==> src/rtl/video_pkg.sv <==
// Shared constants and types for the video I/O front-end.
package video_pkg;

  localparam logic [1:0] PORT_CTRL = 2'd0;
  localparam logic [1:0] PORT_PC   = 2'd1;
  localparam logic [1:0] PORT_PB   = 2'd2;
  localparam logic [1:0] PORT_PA   = 2'd3;

  localparam logic [7:0] PAL_BASE_DEFAULT = 8'h0C;

  localparam int MODE512_BIT = 4;
  localparam int BORDER_MSB  = 3;

  typedef enum logic [0:0] {
    INT_IDLE = 1'b0,
    INT_PEND = 1'b1
  } int_state_t;

endpackage

==> src/rtl/edge_rise.sv <==
// Registered rising-edge detector: rise is high in the cycle the input first reads 1.
// The delay register tracks the input through reset too, so no edge appears after reset.
module edge_rise (
  input  logic clk_sys,
  input  logic din,
  output logic rise
);

  logic din_d;

  always_ff @(posedge clk_sys) begin
    din_d <= din;
  end

  assign rise = din & ~din_d;

endmodule

==> src/rtl/video_ctrl.sv <==
// CPU port decode for scroll/border/mode512/port C and palette writes, plus the frame
// interrupt request with INTA handshake and hold-timeout. Register updates land 1 cycle after the io_wr edge.
module video_ctrl
  import video_pkg::*;
#(
  parameter logic [15:0] INT_HOLD  = 16'd4096,
  parameter logic [7:0]  PORT_BASE = 8'h00,
  parameter logic [7:0]  PAL_BASE  = PAL_BASE_DEFAULT
) (
  input  logic       clk_sys,
  input  logic       reset,
  input  logic [7:0] io_addr,
  input  logic [7:0] io_din,
  input  logic       io_wr,
  input  logic       retrace,
  input  logic       inta,
  output logic [7:0] scroll,
  output logic [3:0] border,
  output logic       mode512,
  output logic [7:0] port_c,
  output logic       pal_we,
  output logic [7:0] pal_data,
  output logic       int_req
);

  logic wr_ev;
  logic ret_ev;
  logic ack_ev;

  edge_rise u_wr_edge  (.clk_sys(clk_sys), .din(io_wr),   .rise(wr_ev));
  edge_rise u_ret_edge (.clk_sys(clk_sys), .din(retrace), .rise(ret_ev));
  edge_rise u_ack_edge (.clk_sys(clk_sys), .din(inta),    .rise(ack_ev));

  logic [7:0] port_off;
  logic       port_hit;
  logic       pal_hit;

  assign port_off = io_addr - PORT_BASE;
  assign port_hit = wr_ev && (port_off[7:2] == 6'd0);
  assign pal_hit  = wr_ev && (io_addr[7:2] == PAL_BASE[7:2]);

  always_ff @(posedge clk_sys) begin
    if (reset) begin
      scroll   <= 8'hFF;
      border   <= 4'h0;
      mode512  <= 1'b0;
      port_c   <= 8'h00;
      pal_we   <= 1'b0;
      pal_data <= 8'h00;
    end else begin
      pal_we <= 1'b0;
      if (pal_hit) begin
        pal_we   <= 1'b1;
        pal_data <= io_din;
      end
      if (port_hit) begin
        case (port_off[1:0])
          PORT_CTRL: begin
            // Mode set clears every output latch; otherwise it is a single-bit set/reset on port C.
            if (io_din[7]) begin
              scroll  <= 8'h00;
              border  <= 4'h0;
              mode512 <= 1'b0;
              port_c  <= 8'h00;
            end else begin
              port_c[io_din[3:1]] <= io_din[0];
            end
          end
          PORT_PC: port_c <= io_din;
          PORT_PB: begin
            border  <= io_din[BORDER_MSB:0];
            mode512 <= io_din[MODE512_BIT];
          end
          PORT_PA: scroll <= io_din;
        endcase
      end
    end
  end

  int_state_t  int_state;
  logic [15:0] hold_cnt;

  always_ff @(posedge clk_sys) begin
    if (reset) begin
      int_state <= INT_IDLE;
      hold_cnt  <= 16'd0;
    end else if (ret_ev) begin
      // A new frame always restarts the request, even over a same-cycle acknowledge.
      int_state <= INT_PEND;
      hold_cnt  <= 16'd0;
    end else if (int_state == INT_PEND) begin
      if (ack_ev || (hold_cnt == INT_HOLD - 16'd1)) begin
        int_state <= INT_IDLE;
      end else if (hold_cnt != 16'hFFFF) begin
        hold_cnt <= hold_cnt + 16'd1;
      end
    end
  end

  assign int_req = (int_state == INT_PEND);

endmodule

==> config.mk <==
export PLATFORM = sky130hd
export DESIGN_NAME = video_ctrl
export DESIGN_NICKNAME = d
export VERILOG_FILES = /design/src/rtl/video_pkg.sv /design/src/rtl/edge_rise.sv /design/src/rtl/video_ctrl.sv
export SDC_FILE = /design/constraint.sdc
export NUM_CORES = 1
export LEC_CHECK = 0
export BUFFER_PORTS_ARGS = -buffer_cell sky130_fd_sc_hd__buf_4
export CAP_MARGIN = 10
export CELL_PAD_IN_SITES_DETAIL_PLACEMENT = 1
export CELL_PAD_IN_SITES_GLOBAL_PLACEMENT = 2
export CORE_MARGIN = 5
export CORE_UTILIZATION = 32
export DETAILED_ROUTE_END_ITERATION = 8
export MAX_ROUTING_LAYER = met4
export PLACE_DENSITY = 0.91
export SYNTH_ARGS = -nofsm -noshare
export SYNTH_HDL_FRONTEND = slang
export SYNTH_SLANG_ARGS = --single-unit
==> constraint.sdc <==
create_clock -name clk_sys -period 2.5 [get_ports clk_sys]
set_input_delay 0.125 -clock clk_sys [delete_from_list [all_inputs] [get_ports clk_sys]]
set_output_delay 0.125 -clock clk_sys [all_outputs]
set_load 0.005 [all_outputs]
# Yosys cells after proc, flatten, opt, wreduce, memory -nomap -nowiden
# Cells that the tools add are included.
[totals]
regBits = 50
elab_cells = 57
ram_bits = 0
latchBits = 0
mem_bits_ro = 0
n_memories = 0
[op_classes]
bitwise = 7
eq_ne = 7
mul = 0
reduce_logical = 14
shift = 0
muxes = 15
order_cmp = 2
addsub = 1
div = 0
[op_table]
columns = ["op", "count"]
rows = [
  ["8-bit case mux with 2 select lines", 2],
  ["16-bit by 1-bit adder with 16-bit output (second input constant)", 1],
  ["16-bit by 12-bit equality test with 1-bit output (second input constant)", 1],
  ["8-bit 2-to-1 mux", 2],
  ["16-bit inequality test (second input constant)", 1],
  ["3-bit AND reduction", 3],
  ["8-bit bitwise mux", 1],
  ["4-bit case mux with 2 select lines", 1],
  ["6-bit by 2-bit equality test with 1-bit output (second input constant)", 1],
  ["6-bit logical NOT", 1],
  ["1-bit 2-to-1 mux", 6],
  ["2-bit nonzero test", 3],
  ["2-bit equality test (second input constant)", 2],
  ["3-bit by 4-bit < comparator with 1-bit output (second input constant)", 1],
  ["4-bit 2-to-1 mux", 1],
  ["1-bit NOT", 4],
  ["1-bit AND", 3],
  ["1-bit demux with 3-bit select", 1],
  ["3-bit by 1-bit >= comparator with 1-bit output (second input constant)", 1],
  ["1-bit logical AND", 3],
  ["2-bit by 1-bit equality test with 1-bit output (second input constant)", 1],
  ["2-bit logical NOT", 1],
  ["2-bit inequality test (second input constant)", 1],
  ["1-bit case mux with 2 select lines", 1],
  ["3 further kinds", 3],
]

# Depth between registers and ports, before layout
# Gate-level depths: netlist of run 1.
[logic_depth]
ltp_word = 7
mapped_depth = 6
ltp_nobuf = 6

# Modules after synthesis
# Synthesis of run 1 repeated with hierarchy kept, for this count alone.
[hier_totals]
cells_unflattened = 255
area_unflattened_um2 = 2361.0
[modules_own_cells]
columns = ["mod", "area_each_um2", "n_inst", "cells_each", "seq_area_each_um2"]
rows = [
  ["video_ctrl", 2259.7, 1, 249, 940.9],
  ["edge_rise", 33.8, 3, 2, 20.0],
]

# Worst setup path before layout of run 1
# Ideal clock, no wire load.
[synth_path]
path_type = "register to register"
start = "reg hold_cnt[12]"
end = "reg hold_cnt[9]"
path_buffers = 1
t_arrival_ns = 1.604
slack_ns = 0.773
stages_incl_launch_ff = 7
path_cell_list = "dfxtp_1 > or4_4 > a21oi_2 > buf_6 > a21oi_2 > nand3_2 > mux2_1"
[synth_between]
elab_chain_len = 4
[synth_lines]
columns = ["element", "line", "rtl"]
rows = [
  ["start: declaration", "video_ctrl.sv:81", "logic [15:0] hold_cnt;"],
  ["start signal: assignment", "video_ctrl.sv:95", "hold_cnt <= hold_cnt + 16'd1;"],
  ["16-bit by 12-bit equality test with 1-bit output", "video_ctrl.sv:92", "if (ack_ev || (hold_cnt == INT_HOLD - 16'd1)) begin"],
  ["1-bit logical OR", "video_ctrl.sv:92", ""],
  ["1-bit NOT (no source line)", "-", ""],
  ["3-bit AND reduction (no source line) *", "-", ""],
]
# Mark *: on every way between the ends. The rest lies on a longest branch, timed or not.
# A chain may end at the register's enable or synchronous reset.

# Worst setup path in the final report of run 1
# Same ends and word-level chain as after synthesis.

==> metrics.txt, run 1 <==
# TYPE chip_impl_metric gauge
chip_impl_info{name="outcome",value="completed"} 1
chip_impl_metric{name="post_cts_resize_count",unit=""} 0
chip_impl_metric{name="floorplan.rows",unit=""} 30
chip_impl_metric{name="rrSetupSlack",unit="ns"} 0.47
chip_impl_metric{name="layout-drive-gt1-share",unit=""} 0.253
chip_impl_metric{name="synthToLayoutAreaGrowth",unit="%"} 26.1
chip_impl_metric{name="residual_overflow_from_global_routing",unit=""} 0
chip_impl_metric{name="routabilityCongestion",unit=""} 0.753
chip_impl_metric{name="dr.pass1.iters",unit=""} 4
chip_impl_metric{name="report.final.setup_viol",unit=""} 0
chip_impl_metric{name="cp_data_required_time",unit="ns"} 2.68
chip_impl_metric{name="yosysTopAreaCellShare",unit=""} 0.447
chip_impl_metric{name="grt_max_degree",unit=""} 30
chip_impl_metric{name="dpl_worst_slack",unit="ns"} 0.492
chip_impl_info{name="critical_path.endpoint_type",value="register"} 1
chip_impl_metric{name="tightest_pin_transition",unit="ns"} 0.742
chip_impl_metric{name="clk_path_buf_depth",unit=""} 2
chip_impl_metric{name="num_antenna_cells",unit=""} 0
chip_impl_metric{name="critPathMaxStageDelay",unit="ns"} 0.56
chip_impl_info{name="crit_type",value="reg -> reg"} 1
chip_impl_metric{name="grt_pass1_wl",unit="um"} 9600
chip_impl_metric{name="fin_total_pwr",unit="mW"} 1.47
chip_impl_metric{name="cp_max_fo",unit=""} 11
chip_impl_metric{name="floorplan.die.width",unit="um"} 93.7
chip_impl_metric{name="share_comb_of_total_power",unit=""} 0.070
chip_impl_metric{name="slew_limit_fails",unit=""} 0
chip_impl_metric{name="synth_area_per_cell",unit="um^2"} 9.18
chip_impl_metric{name="cts-buffers-inserted",unit=""} 5
chip_impl_metric{name="path_buf_inv",unit=""} 0
chip_impl_metric{name="ctsHtreeMaxLevel",unit=""} 2
chip_impl_metric{name="clkPwrFrac",unit=""} 0.384
chip_impl_info{name="worstHoldStart",value="io_din[4]"} 1
chip_impl_info{name="cts_tree",value="built"} 1
chip_impl_metric{name="vias",unit=""} 1928
chip_impl_metric{name="post_synth_design_cell_area",unit="um^2"} 2240
chip_impl_metric{name="edff_count_synth",unit=""} 0
chip_impl_metric{name="setup_clock_skew_after_layout",unit="ns"} 0.0150
chip_impl_metric{name="ir_drop",unit="mV"} 0.189
chip_impl_metric{name="power_spent_charging_and_discharging_nets",unit="mW"} 0.334
chip_impl_metric{name="post_drt_via_cell_ratio",unit=""} 4.96
chip_impl_metric{name="fill_cells",unit=""} 816
chip_impl_metric{name="timing.reg2reg.worst_path_depth",unit=""} 5
chip_impl_metric{name="power_report.internal_total",unit="mW"} 1.14
chip_impl_info{name="endpoint",value="hold_cnt[9]$_SDFFE_PP0P_"} 1
chip_impl_info{name="capturing_point_of_the_worst_reg2reg_path",value="hold_cnt[9]$_SDFFE_PP0P_"} 1
chip_impl_metric{name="min_period",unit="ns"} 2.03
chip_impl_metric{name="crit_arrival",unit="ns"} 2.21
chip_impl_metric{name="tns",unit="ns"} 0
chip_impl_metric{name="globalRouteMet1Util",unit=""} 0.157
chip_impl_info{name="gr-max-usage-layer",value="met2"} 1
chip_impl_metric{name="die_area",unit="um^2"} 8770
chip_impl_metric{name="postSynth.asyncResetShare",unit=""} 0
chip_impl_metric{name="grt_use_total",unit=""} 0.141
chip_impl_metric{name="fmax",unit="MHz"} 492
chip_impl_metric{name="ant_nets",unit=""} 0
chip_impl_metric{name="cts_num_sinks",unit=""} 50
chip_impl_metric{name="global_route_track_usage_on_met3",unit=""} 0.0304
chip_impl_info{name="cp-start-kind",value="register"} 1
chip_impl_metric{name="power_density",unit="nW/um^2"} 522
chip_impl_info{name="rr_startpoint",value="hold_cnt[12]$_SDFFE_PP0P_"} 1
chip_impl_info{name="crit_chain",value="or4_4 > a21oi_2 > a21oi_2 > nand3_2 > mux2_1"} 1
chip_impl_info{name="netlist_top_cells_area",value="sky130_fd_sc_hd__dfxtp_1 (45%), sky130_fd_sc_hd__nor2_1 (7.9%), sky130_fd_sc_hd__mux2i_1 (5.4%)"} 1
chip_impl_info{name="synth_largest_area_cell",value="sky130_fd_sc_hd__dfxtp_1"} 1
chip_impl_metric{name="power.static_leakage",unit="nW"} 1.01
chip_impl_metric{name="ys_seq_elements",unit=""} 50
chip_impl_metric{name="timing.max_cap.violations",unit=""} 0
chip_impl_metric{name="whs",unit="ns"} 0.0804
chip_impl_metric{name="cts_setup_buffers",unit=""} 0
chip_impl_info{name="slowest_stage",value="sky130_fd_sc_hd__or4_4"} 1
chip_impl_metric{name="ys.warnings.count",unit=""} 0
chip_impl_metric{name="final.period_utilization",unit=""} 0.813
chip_impl_metric{name="swShare",unit=""} 0.227
chip_impl_metric{name="mapped_cells",unit=""} 244
chip_impl_metric{name="drt_iter0_markers",unit=""} 43
chip_impl_metric{name="critical_path_cell_count",unit=""} 5
chip_impl_metric{name="floorplan.initialDensity",unit=""} 0.330
chip_impl_info{name="cp_common_cell",value="sky130_fd_sc_hd__a21oi_2"} 1
chip_impl_info{name="crit_start",value="hold_cnt[12]$_SDFFE_PP0P_"} 1
chip_impl_metric{name="timing.final.ws_setup",unit="ns"} 0.469
chip_impl_metric{name="utilization",unit=""} 0.416
chip_impl_metric{name="clkSlewWorstSetupHoldPaths",unit="ns"} 0.10
chip_impl_metric{name="pwr-share-seq",unit=""} 0.546
chip_impl_metric{name="timing.slew.headroom",unit=""} 0.504
chip_impl_metric{name="grt.met2_usage",unit=""} 0.251
chip_impl_metric{name="ioPinCount",unit=""} 52
chip_impl_metric{name="drc_errors",unit=""} 0
chip_impl_metric{name="final-hold-violation-count",unit=""} 0
chip_impl_info{name="crit_family",value="simple AND/OR/NAND/NOR gates"} 1
chip_impl_metric{name="dieHeight",unit="um"} 93.7
chip_impl_metric{name="core_area",unit="um^2"} 6790
chip_impl_metric{name="antenna_found_initial",unit=""} 0
chip_impl_info{name="min_path_type",value="in -> reg"} 1
chip_impl_metric{name="wirelength",unit="um"} 5750
chip_impl_info{name="grt_setup_unrepaired",value="no"} 1
chip_impl_metric{name="number_of_distinct_library_cells_after_synthesis",unit=""} 48
chip_impl_metric{name="syn_nets",unit=""} 266
chip_impl_metric{name="dpl.hpwl",unit="um"} 4290
chip_impl_info{name="postSynth.topFlopCell",value="sky130_fd_sc_hd__dfxtp_1"} 1
chip_impl_metric{name="grt_pass1_vias",unit=""} 2037
chip_impl_metric{name="seq_area_frac_synth",unit=""} 0.447
chip_impl_info{name="clk_root_buffer_cell",value="sky130_fd_sc_hd__clkbuf_8"} 1
chip_impl_metric{name="fin_nets",unit=""} 315
chip_impl_metric{name="insertion_delay",unit="ns"} 0.30
chip_impl_metric{name="routed_wire_length_per_instance",unit="um"} 14.8
chip_impl_metric{name="place.port_buffers",unit=""} 51
## sequential cells by signal, indices dropped and copies added (netlist names)
register / cells
u_ret_edge.din_d: 1
pal_data: 8
mode512: 1
u_wr_edge.din_d: 1
u_ack_edge.din_d: 1
int_req: 1
pal_we: 1
border: 4
scroll: 8
port_c: 8
hold_cnt: 16
## kinds of logic after synthesis
kind of cell,synth area share
adders and majority gates,0.00559
buffers and inverters,0.0335
AOI/OAI and AO/OA,0.159
xor gates and xnor gates,0.0430
and+or+nand+nor,0.243
muxes,0.0687
DFF,0.447
## through the flow
step	instance area (um^2)	instances
2_1_floorplan	2240	244
3_3_place_gp	2690	379
3_5_place_dp	2690	379
4_1_cts	2820	389
5_1_grt	2820	389
6_report	2820	389
## power groups by stage
stage                     logic [mW]  registers [mW]  clock network, mW
after global placement        0.0988           0.823                  0
after detailed placement       0.100           0.823                  0
after floorplan               0.0531           0.822                  0
final                          0.103           0.805              0.566
after global routing           0.115           0.806              0.627
after CTS                      0.104           0.805              0.590
## worst min path at each step
stage	slack (ns)	endpoint	cells after the start
detailed placement	0.24	u_wr_edge.din_d$_DFF_P_	1
CTS	0.08	scroll[5]$_SDFFE_PP1P_	2
finish	0.08	mode512$_SDFFE_PP0P_	2
floorplan	0.15	u_ack_edge.din_d$_DFF_P_	0
global placement	0.24	u_wr_edge.din_d$_DFF_P_	1
global route	0.07	mode512$_SDFFE_PP0P_	2
## layout make-up
type / instances / area, um^2 / area share
Inverter: 5 / 18.8 / 0.00665
Sequential cell: 50 / 1000 / 0.354
Clock buffer: 5 / 68.8 / 0.0244
Timing Repair Buffer: 54 / 413 / 0.146
Tap cell: 96 / 120 / 0.0425
Clock inverter: 2 / 38.8 / 0.0137
Multi-Input combinational cell: 177 / 1160 / 0.412
## Yosys cell counts (all sizes together), types with 4 or more instances
cell type  number
dfxtp          50
nor2           47
xnor2          11
nor2b           6
clkbuf          7
a211oi          8
inv             5
mux2i          12
nand2          13
a21oi          12
nand3           9
or2             4
nor4            5
buf             5
nand4           4
a221o           8
a22o            5
## worst register-to-register path, stage by stage (launching register included)
cell	delay (ns)
sky130_fd_sc_hd__dfxtp_1	0.37
sky130_fd_sc_hd__or4_4	0.56
sky130_fd_sc_hd__a21oi_2	0.45
sky130_fd_sc_hd__a21oi_2	0.12
sky130_fd_sc_hd__nand3_2	0.09
sky130_fd_sc_hd__mux2_1	0.32
## placed cells by master, fill, tap and decap left out, types with 2 or more instances in the layout
master / instances
sky130_fd_sc_hd__nand4_1: 3
sky130_fd_sc_hd__nor3_1: 2
sky130_fd_sc_hd__o21ai_0: 2
sky130_fd_sc_hd__buf_4: 51
sky130_fd_sc_hd__nor2b_1: 6
sky130_fd_sc_hd__nand2_1: 13
sky130_fd_sc_hd__a221o_1: 8
sky130_fd_sc_hd__clkbuf_8: 5
sky130_fd_sc_hd__dlygate4sd3_1: 3
sky130_fd_sc_hd__xnor2_1: 11
sky130_fd_sc_hd__or3_1: 2
sky130_fd_sc_hd__nor4_2: 2
sky130_fd_sc_hd__a22oi_1: 3
sky130_fd_sc_hd__a211oi_1: 8
sky130_fd_sc_hd__mux2_2: 2
sky130_fd_sc_hd__o21a_1: 2
sky130_fd_sc_hd__nor4_1: 3
sky130_fd_sc_hd__a22o_1: 5
sky130_fd_sc_hd__nand3_1: 8
sky130_fd_sc_hd__nor2_1: 47
sky130_fd_sc_hd__inv_1: 5
sky130_fd_sc_hd__or2_2: 3
sky130_fd_sc_hd__mux2i_1: 12
sky130_fd_sc_hd__a21oi_2: 2
sky130_fd_sc_hd__dfxtp_1: 50
sky130_fd_sc_hd__a21oi_1: 10
sky130_fd_sc_hd__nand2b_1: 3
## what timing repair did
item / CTS / global route
hold endpoints to repair: 3 / 0
endpoints found under the setup margin: 0 / 0
hold buffers: 3 / 0
## routing by layer
metal  vias up  wire length, um
met4         0               61
met1       919             2580
met2        35             2880
met3         5              238
li1        969                -
met5         -                0
(Power assumes the default switching activity.)
==> run 2, diff against run 1 <==
--- a/config.mk
+++ b/config.mk
@@ -10,10 +10,10 @@
 export CELL_PAD_IN_SITES_DETAIL_PLACEMENT = 1
 export CELL_PAD_IN_SITES_GLOBAL_PLACEMENT = 2
 export CORE_MARGIN = 5
-export CORE_UTILIZATION = 32
+export CORE_UTILIZATION = 29
 export DETAILED_ROUTE_END_ITERATION = 8
 export MAX_ROUTING_LAYER = met4
-export PLACE_DENSITY = 0.91
+export PLACE_DENSITY = 0.87
 export SYNTH_ARGS = -nofsm -noshare
 export SYNTH_HDL_FRONTEND = slang
 export SYNTH_SLANG_ARGS = --single-unit
==> constraint.sdc (replaced) <==
create_clock -name clk_sys -period 1.8 [get_ports clk_sys]
set_input_delay 0.09 -clock clk_sys [delete_from_list [all_inputs] [get_ports clk_sys]]
set_output_delay 0.09 -clock clk_sys [all_outputs]
set_load 0.005 [all_outputs]
==> run 2 against run 1 <==
Against the previous run: design area grew 3.3%; routed wire length rose by 3.4%; sequential share of layout area down 1.1 points; fmax is 18% higher; largest cell class unchanged; flip-flop and latch count unchanged; final cell count grew 4.6%; clock skew decreased by 0.0054 ns; critical path depth is the same; global-route usage is 1.3 points lower; die area grew 9.2%; count of clock-buffer cells in the layout grew 1; utilization fell by 3.2 points.
==> metrics.txt, run 2 (synthesis results as in run 1) <==
# TYPE chip_impl_metric gauge
chip_impl_info{name="outcome",value="completed"} 1
chip_impl_metric{name="wirelength",unit="um"} 5950
chip_impl_metric{name="fmax",unit="MHz"} 581
chip_impl_metric{name="ant_nets",unit=""} 0
chip_impl_metric{name="grt_max_degree",unit=""} 30
chip_impl_metric{name="num_antenna_cells",unit=""} 0
chip_impl_metric{name="cts-buffers-inserted",unit=""} 5
chip_impl_metric{name="power_density",unit="nW/um^2"} 682
chip_impl_metric{name="floorplan.rows",unit=""} 32
chip_impl_metric{name="ioPinCount",unit=""} 52
chip_impl_metric{name="report.final.setup_viol",unit=""} 0
chip_impl_metric{name="antenna_found_initial",unit=""} 0
chip_impl_metric{name="critPathMaxStageDelay",unit="ns"} 0.56
chip_impl_metric{name="setup_clock_skew_after_layout",unit="ns"} 0.00958
chip_impl_metric{name="ctsHtreeMaxLevel",unit=""} 2
chip_impl_metric{name="post_drt_via_cell_ratio",unit=""} 4.85
chip_impl_metric{name="cp_max_fo",unit=""} 6
chip_impl_metric{name="fill_cells",unit=""} 906
chip_impl_info{name="clk_root_buffer_cell",value="sky130_fd_sc_hd__clkbuf_8"} 1
chip_impl_metric{name="clk_path_buf_depth",unit=""} 2
chip_impl_info{name="crit_chain",value="or4_4 > a21oi_4 > a21oi_2 > nand3_2 > mux2_1"} 1
chip_impl_metric{name="dpl.hpwl",unit="um"} 4440
chip_impl_info{name="min_path_type",value="in -> reg"} 1
chip_impl_metric{name="floorplan.die.width",unit="um"} 97.9
chip_impl_metric{name="core_area",unit="um^2"} 7610
chip_impl_metric{name="dieHeight",unit="um"} 97.9
chip_impl_info{name="registers.top_by_ff_count",value="hold_cnt"} 1
chip_impl_metric{name="synthToLayoutAreaGrowth",unit="%"} 30.2
chip_impl_metric{name="layout-drive-gt1-share",unit=""} 0.282
chip_impl_metric{name="final-hold-violation-count",unit=""} 0
chip_impl_metric{name="ir_drop",unit="mV"} 0.293
chip_impl_info{name="cts_tree",value="built"} 1
chip_impl_metric{name="min_period",unit="ns"} 1.72
chip_impl_metric{name="drc_errors",unit=""} 0
chip_impl_metric{name="design_area",unit="um^2"} 2920
chip_impl_metric{name="place.port_buffers",unit=""} 51
chip_impl_metric{name="largest_register_ffs",unit=""} 16
chip_impl_metric{name="power.static_leakage",unit="nW"} 1.07
chip_impl_metric{name="dr.pass1.iters",unit=""} 4
chip_impl_metric{name="grt_use_total",unit=""} 0.128
chip_impl_metric{name="final.period_utilization",unit=""} 0.957
chip_impl_metric{name="fin_total_pwr",unit="mW"} 1.99
chip_impl_metric{name="clkSlewWorstSetupHoldPaths",unit="ns"} 0.10
chip_impl_metric{name="cts_num_sinks",unit=""} 50
chip_impl_metric{name="cp_data_required_time",unit="ns"} 2.00
chip_impl_metric{name="vias",unit=""} 1975
chip_impl_metric{name="crit_arrival",unit="ns"} 1.93
chip_impl_metric{name="rrSetupSlack",unit="ns"} 0.08
chip_impl_metric{name="insertion_delay",unit="ns"} 0.32
chip_impl_metric{name="grt_pass1_wl",unit="um"} 9940
chip_impl_metric{name="placed_area",unit="um^2"} 2780
chip_impl_info{name="layout_commonest_cell",value="sky130_fd_sc_hd__buf_4"} 1
chip_impl_metric{name="fin_nets",unit=""} 326
chip_impl_info{name="cp-start-kind",value="register"} 1
chip_impl_metric{name="die_area",unit="um^2"} 9580
chip_impl_info{name="grt_setup_unrepaired",value="yes"} 1
chip_impl_metric{name="tightest_pin_transition",unit="ns"} 0.730
chip_impl_metric{name="routabilityCongestion",unit=""} 0.768
chip_impl_metric{name="residual_overflow_from_global_routing",unit=""} 0
chip_impl_info{name="crit_type",value="reg -> reg"} 1
chip_impl_metric{name="timing.final.ws_setup",unit="ns"} 0.0780
chip_impl_info{name="crit_family",value="simple AND/OR/NAND/NOR gates"} 1
chip_impl_metric{name="floorplan.initialDensity",unit=""} 0.294
chip_impl_metric{name="utilization",unit=""} 0.383
chip_impl_metric{name="routed_wire_length_per_instance",unit="um"} 14.6
chip_impl_metric{name="dpl_worst_slack",unit="ns"} 0.00394
chip_impl_metric{name="grt_pass1_vias",unit=""} 2076
chip_impl_metric{name="timing.slew.headroom",unit=""} 0.507
chip_impl_info{name="slowest_stage",value="sky130_fd_sc_hd__or4_4"} 1
chip_impl_metric{name="path_buf_inv",unit=""} 0
chip_impl_metric{name="slew_limit_fails",unit=""} 0
chip_impl_info{name="critical_path.endpoint_type",value="register"} 1
chip_impl_info{name="layout.cells.most_common_list",value="sky130_fd_sc_hd__buf_4 (61), sky130_fd_sc_hd__dfxtp_1 (50), sky130_fd_sc_hd__nor2_1 (47)"} 1
chip_impl_metric{name="timing.max_cap.violations",unit=""} 0
chip_impl_metric{name="drt_iter0_markers",unit=""} 54
## run 2: cell count changes in the layout (fill, tap and decap cells not counted)
cell / change
sky130_fd_sc_hd__buf_4: +10
sky130_fd_sc_hd__bufinv_16: -1
sky130_fd_sc_hd__inv_6: +1
sky130_fd_sc_hd__a21boi_0: -1
sky130_fd_sc_hd__clkinvlp_4: +1
sky130_fd_sc_hd__a21boi_1: +1
sky130_fd_sc_hd__clkbuf_8: +1
sky130_fd_sc_hd__a21oi_2: -1
sky130_fd_sc_hd__a21oi_4: +1
sky130_fd_sc_hd__clkinv_4: -1
sky130_fd_sc_hd__buf_6: +1
## run 2: per-layer routing
metal	share of wire	vias up	global-route usage
met1	0.45	944	0.142
met5	0	-	-
li1	-	990	-
met3	0.043	8	0.0279
met2	0.50	33	0.228
met4	0.0084	0	0.0383
## run 2: worst register-to-register path: cells and delay by family (launching register included)
| kind | cells | cell delay (ns) |
|---|---|---|
| multiplexers | 1 | 0.30 |
| AND/OR/NAND/NOR | 2 | 0.64 |
| flip-flops | 1 | 0.32 |
| AO/OA/AOI/OAI | 2 | 0.34 |
## run 2: cell type report
| cell class | instances | area (um^2) | share of cell area |
|---|---|---|---|
| Tap cell | 102 | 128 | 0.0438 |
| Timing Repair Buffer | 65 | 499 | 0.171 |
| Multi-Input combinational cell | 177 | 1170 | 0.402 |
| Inverter | 5 | 18.8 | 0.00644 |
| Clock buffer | 6 | 82.6 | 0.0283 |
| Sequential cell | 50 | 1000 | 0.343 |
| Clock inverter | 2 | 16.3 | 0.00558 |
## run 2: what timing repair did
item / CTS / global route
hold buffers: 3 / 0
setup endpoints to repair: 1 / 4
pin swaps: 0 / 1
hold endpoints to repair: 3 / 0
gates resized for setup: 1 / 2
setup buffers: 0 / 0
## run 2: per-stage QoR
stage	std cells	hold slack (ns)	setup TNS, ns
2_1_floorplan	244	0.118	0
3_3_place_gp	396	0.203	0
3_5_place_dp	396	0.204	0
4_1_cts	407	0.0253	0
5_1_grt	407	0.0423	-0.00707
6_report	407	0.0326	0
## run 2: power breakdown
part | internal (mW) | switching [mW]
sequential | 1.11 | 0.00463
combinational | 0.0628 | 0.0827
clock | 0.317 | 0.409
total | 1.49 | 0.497
## run 2: worst paths after layout
path | cells past startpoint | to | from
hold / removal | 2 | mode512$_SDFFE_PP0P_ | io_din[4]
setup reg to reg | 5 | hold_cnt[9]$_SDFFE_PP0P_ | hold_cnt[12]$_SDFFE_PP0P_
hold reg to reg | 1 | mode512$_SDFFE_PP0P_ | mode512$_SDFFE_PP0P_
setup / recovery | 5 | hold_cnt[9]$_SDFFE_PP0P_ | hold_cnt[12]$_SDFFE_PP0P_
